===== src/rtl/minirisc_pkg.sv =====
// Shared state encodings and opcode constants for the minirisc control path.
package minirisc_pkg;

    typedef enum logic [2:0] {
        ST_FETCH  = 3'd0,
        ST_DECODE = 3'd1,
        ST_EXEC   = 3'd2,
        ST_MEM    = 3'd3,
        ST_WB     = 3'd4,
        ST_HALT   = 3'd5
    } state_t;

    localparam logic [3:0] OP_NOP   = 4'd0;
    localparam logic [3:0] OP_ALU   = 4'd1;
    localparam logic [3:0] OP_ADDI  = 4'd2;
    localparam logic [3:0] OP_COMPI = 4'd3;
    localparam logic [3:0] OP_LW    = 4'd4;
    localparam logic [3:0] OP_SW    = 4'd5;
    localparam logic [3:0] OP_BEQ   = 4'd6;
    localparam logic [3:0] OP_BNE   = 4'd7;
    localparam logic [3:0] OP_BLT   = 4'd8;
    localparam logic [3:0] OP_BGE   = 4'd9;
    localparam logic [3:0] OP_JMP   = 4'd10;
    localparam logic [3:0] OP_BL    = 4'd11;
    localparam logic [3:0] OP_BLTU  = 4'd12;
    localparam logic [3:0] OP_BGEU  = 4'd13;
    localparam logic [3:0] OP_DIFF  = 4'd14;
    localparam logic [3:0] OP_HALT  = 4'd15;

endpackage


===== src/rtl/exec_sequencer.sv =====
// Multi-cycle instruction sequencer: FETCH/DECODE/EXEC/MEM/WB control strobes.
// Optional HALT state enabled by defining MINIRISC_HALT_EN.
module exec_sequencer
    import minirisc_pkg::*;
(
    input  logic       clk,
    input  logic       rst_n,
    input  logic [3:0] opcode,
    input  logic       branch_taken,
    input  logic       imem_ack,
    input  logic       dmem_ack,
    output logic       imem_req,
    output logic       ir_we,
    output logic       dmem_req,
    output logic       dmem_we,
    output logic       rf_we,
    output logic       pc_we,
    output logic       pc_src,
    output logic       retire,
    output logic [2:0] state,
    output logic       halted
);

    state_t cur, nxt;

    always_ff @(posedge clk or negedge rst_n) begin
        if (!rst_n) cur <= ST_FETCH;
        else        cur <= nxt;
    end

    always_comb begin
        nxt = cur;
        case (cur)
            ST_FETCH:  if (imem_ack) nxt = ST_DECODE;
            ST_DECODE: nxt = ST_EXEC;
            ST_EXEC: begin
                case (opcode)
                    OP_LW, OP_SW:                               nxt = ST_MEM;
                    OP_ALU, OP_ADDI, OP_COMPI, OP_BL, OP_DIFF:  nxt = ST_WB;
`ifdef MINIRISC_HALT_EN
                    OP_HALT:                                    nxt = ST_HALT;
`endif
                    default:                                    nxt = ST_FETCH;
                endcase
            end
            ST_MEM:    if (dmem_ack) nxt = (opcode == OP_LW) ? ST_WB : ST_FETCH;
            ST_WB:     nxt = ST_FETCH;
`ifdef MINIRISC_HALT_EN
            ST_HALT:   nxt = ST_HALT;
`endif
            default:   nxt = ST_FETCH;
        endcase
    end

    // Outputs are gated by rst_n so requests and strobes drop the instant reset asserts.
    always_comb begin
        imem_req = 1'b0;
        ir_we    = 1'b0;
        dmem_req = 1'b0;
        dmem_we  = 1'b0;
        rf_we    = 1'b0;
        pc_we    = 1'b0;
        pc_src   = 1'b0;
        retire   = 1'b0;
        if (rst_n) begin
            case (cur)
                ST_FETCH: begin
                    imem_req = 1'b1;
                    ir_we    = imem_ack;
                end
                ST_EXEC: begin
                    case (opcode)
                        OP_BEQ, OP_BNE, OP_BLT, OP_BGE, OP_JMP, OP_BLTU, OP_BGEU: begin
                            pc_we  = 1'b1;
                            pc_src = branch_taken;
                            retire = 1'b1;
                        end
                        OP_NOP: begin
                            pc_we  = 1'b1;
                            retire = 1'b1;
                        end
                        OP_HALT: begin
`ifdef MINIRISC_HALT_EN
                            retire = 1'b1;
`else
                            pc_we  = 1'b1;
                            retire = 1'b1;
`endif
                        end
                        default: ;
                    endcase
                end
                ST_MEM: begin
                    dmem_req = 1'b1;
                    dmem_we  = (opcode == OP_SW);
                    if (dmem_ack && opcode != OP_LW) begin
                        pc_we  = 1'b1;
                        retire = 1'b1;
                    end
                end
                ST_WB: begin
                    rf_we  = 1'b1;
                    pc_we  = 1'b1;
                    pc_src = (opcode == OP_BL);
                    retire = 1'b1;
                end
                default: ;
            endcase
        end
    end

    assign state = cur;

`ifdef MINIRISC_HALT_EN
    assign halted = rst_n && (cur == ST_HALT);
`else
    assign halted = 1'b0;
`endif

endmodule


===== config.mk =====
export PLATFORM = sky130hd
export DESIGN_NAME = exec_sequencer
export DESIGN_NICKNAME = d
export VERILOG_FILES = /design/src/rtl/minirisc_pkg.sv /design/src/rtl/exec_sequencer.sv
export SDC_FILE = /design/constraint.sdc
export NUM_CORES = 1
export LEC_CHECK = 0
export CAP_MARGIN = 20
export CORE_AREA = 8 8 45 47
export DETAILED_ROUTE_END_ITERATION = 8
export DIE_AREA = 0 0 53 55
export SYNTH_ARGS = -nofsm -noshare
export SYNTH_HDL_FRONTEND = slang
export SYNTH_SLANG_ARGS = --single-unit
export TNS_END_PERCENT = 50

===== constraint.sdc =====
create_clock -name clk -period 1.2 [get_ports clk]
set_clock_uncertainty 0.05 [all_clocks]
set_input_delay 0.12 -clock clk [delete_from_list [all_inputs] [get_ports clk]]
set_output_delay 0.12 -clock clk [all_outputs]
set_load 0.05 [all_outputs]

==> results of run 1 <==
==> worst min-delay path by stage <==
| stage | end | cells past startpoint |
|---|---|---|
| final | state[1] | 2 |
| after floorplan | state[0] | 0 |
| after global routing | state[0] | 2 |
| after detailed placement | state[1] | 2 |
| after CTS | state[1] | 2 |
| after global placement | state[2] | 2 |
==> routing by layer <==
layer  vias up  wire length (µm)
met3         0                93
li1        258                 -
met5         -                 0
met2        12               687
met4         0                 0
met1       234               542
==> kinds of logic after synthesis <==
kind of cell           Yosys count
and+or+nand+nor                 27
other                            1
AOI/OAI and AO/OA               14
buffers and inverters            7
DFF                              3
==> area by class of cell <==
type | count | area [µm²]
Fill cell | 124 | 480.5
Timing Repair Buffer | 40 | 451.7
Multi-Input combinational cell | 42 | 319.1
Sequential cell | 3 | 78.83
Clock buffer | 4 | 26.28
Tap cell | 16 | 20.02
Inverter | 2 | 7.507
==> worst max-delay path, delay by kind of cell, from the launching register on <==
kind                   cells  cell delay, ns
DFF                        1            0.43
AOI/OAI and AO/OA          1            0.24
and+or+nand+nor            2            0.32
buffers and inverters      1            0.16
==> layout by cell type (no fill, tap or decap), drive strengths merged <==
| master | n |
|---|---|
| nand4bb | 1 |
| nor3b | 1 |
| clkdlybuf4s50 | 3 |
| a31oi | 2 |
| and4 | 1 |
| nor2b | 2 |
| nor3 | 1 |
| and2 | 2 |
| nand3 | 1 |
| inv | 2 |
| conb | 1 |
| nand3b | 1 |
| o21ai | 5 |
| nand4 | 1 |
| a221oi | 1 |
| nand2b | 3 |
| buf | 32 |
| and2b | 1 |
| nand2 | 4 |
| clkbuf | 4 |
| a31o | 1 |
| dlygate4sd2 | 5 |
| nor2 | 5 |
| dfrtp | 3 |
| and3 | 3 |
| a21oi | 5 |
==> power by group through the flow <==
stage	Clock [µW]	Combinational, µW	Sequential [µW]
after floorplan	0	529	352
after global placement	0	1280	203
after detailed placement	0	1290	206
after CTS	181	1300	209
after global routing	193	1360	217
final	171	1300	208
==> stage by stage <==
| stage | worst slack, ns | setup TNS, ns |
|---|---|---|
| global route | -0.3977 | -2.837 |
| detailed placement | -0.4863 | -3.180 |
| CTS | -0.3619 | -2.277 |
| finish | -0.3487 | -2.346 |
| floorplan | -0.5284 | -2.173 |
| global placement | -0.4883 | -3.070 |
==> timing repair <==
| action | 4_1_cts | 5_1_grt |
|---|---|---|
| setup endpoints to repair | 10 | 9 |
| pin swaps | 5 | 1 |
| gates resized for setup | 10 | 0 |
| buffers inserted | 2 | 1 |
| hold buffers | 0 | 0 |
==> results by group, run 1 <==
Synth
  • Syn nets: 61
  • Post-synthesis mux area share: 0%
  • Post-Synthesis Mean Instance Area: 7.363 µm²
  • Distinct cell type count after synthesis: 27
  • Syn Inst Count: 52
  • Post-Synth Simple-Gate Area: 45.75%
  • Yosys top cell area share: 19.61%
  • Compound-gate portion of the synthesized area: 20.92%
  • FF+latch count, synth: 3
  • Main combinational cell family by area after synthesis: simple AND/OR/NAND/NOR gates
  • Synth Area in XOR/XNOR: 0%
  • Async SR Flop Fraction: 100.0%
  • Synth area leader: dfrtp_1
  • Commonest cells in the synthesized netlist: 5 x a21oi_1, 5 x nor2_1, 4 x buf_4, 4 x nand2_1
  • Register area share after synthesis: 19.61%
  • Yosys warns: 0
  • Area contributors post-synth: dfrtp_1 20%, buf_4 7.8%, a21oi_1 6.5%, nand2b_1 4.9%, nor2_1 4.9%
  • Synthesized area: 382.9 µm²
  • EDFF count, synth: 0
  • Adder-Cell Fraction of Synth Area: 0%
  • Prevailing post-synth register cell: dfrtp_1

Floorplan
  • Die Wd: between 50 and 60 µm
  • Initial core utilization: ~28%
  • Core area: 1384 µm²
  • Row count: 14
  • Die H: 55 µm
  • Top Ports: 21
  • Die area: 2915 µm²

Final layout
  • Final Core Density: 65.28%
  • Fraction of layout cells with a size suffix above 1: 57.14%
  • Max FFs per register: 3
  • Area Overhead vs Synth: 135.9%
  • Final Non-Filler Cells: 107
  • Final Instance Area: 903.4 µm²
  • Diode count: 0
  • Fin nets: 101

Power and ir drop
  • Total design power: 1683 µW
  • VDD IR max: 1217 µV
  • Seq pwr share: about an eighth
  • Combinational Power Share: 77.5%
  • NetSw: around 760 µW
  • Pint: 924.9 µW
  • Pwr/cell area: approximately 1900 nW/µm²
  • Clock share of power: 10.2%
  • Leakage Power: 0.0004063 µW
  • Switching portion of total power: 45.03%

STA
  • Fin. Hold Viols: 0
  • Final WS setup: -0.3487 ns
  • Final hold slack: about 0.016 ns
  • Final Cycle Share: 129.1%
  • Final Setup Violations: 8
  • Max-slew violations: 0
  • Fin crit period: 1.549 ns
  • Max Clk Rate: around 0.65 GHz
  • Unrepaired setup endpoints after global routing: yes

Worst hold path
  • Worst min path class: input port to asynchronous set/reset pin

Routing
  • Vias/cell: 4.710
  • Via count: just over 500
  • DRC: 0
  • Drt pass-1 iters: 2
  • Drt total wl: 1322 µm
  • Antenna-violating nets left: 0
  • WL/cell: 12.36 µm
  • DR iter-0 viols: 3

Global route
  • Grt peak-use layer: met2
  • Largest net degree at the start of global routing: 8
  • Met3 Usage GRT: 2.406%
  • Grt met1 use: 9.574%
  • M2 GR Usage: 15.43%
  • Vias in the first global route: 499
  • GRT Total Usage: just under 9%
  • First-pass GRT wire length: 1994 µm
  • Grt ovf: 0
  • Initial antenna violation count: 0

Worst setup path
  • Critical R2R Launch: state[0]
  • Sequence of cells on the critical path: nor2_2 -> nand3_1 -> o21ai_4 -> buf_12
  • CP endpoint: pc_we
  • Setup crit start: state[2]
  • R2r setup slk: around 0.060 ns
  • WP data required: 1.03 ns
  • Slowest cell delay on critical path: 0.43 ns
  • Path type of the worst setup path: flop to primary output
  • Worst path arrival time: 1.38 ns
  • R2r endpoint: state[2]
  • Worst Setup End Kind: primary output
  • Worst Reg-to-Reg Cells: 4
  • Crit start category: flop
  • Critical path peak fanout: 4
  • CP max stage cell: dfrtp_2

Placement
  • Placed cells: 100
  • Port Buffer Count: 19
  • Placed Area: 840.8 µm²
  • Placer Congestion: 0.8033
  • Post-DP HPWL: 1076 µm

CTS
  • Num CTS Buffers: 3
  • CTS root buffer: clkbuf_4
  • CTS tree: built
  • Clock transition at the registers of the reported paths: 0.04 ns
  • H-tree depth: 1
  • TritonCTS Sinks: 3
  • Clk Latency, worst-skew pair: 0.23 ns
  • Clk buf depth: 2

Job
  • Max-cap viol count: 0

Status
  • Failing checks: negative setup slack
  • Outcome: finished with violations
No activity file was read; power rests on OpenSTA's default activity.
==> inputs of run 2 (changes only) <==
- CTS_CLUSTER_DIAMETER: not set -> 80
==> results of run 2 <==
No change in the layout: final DEF, timing and power equal those of run 1.
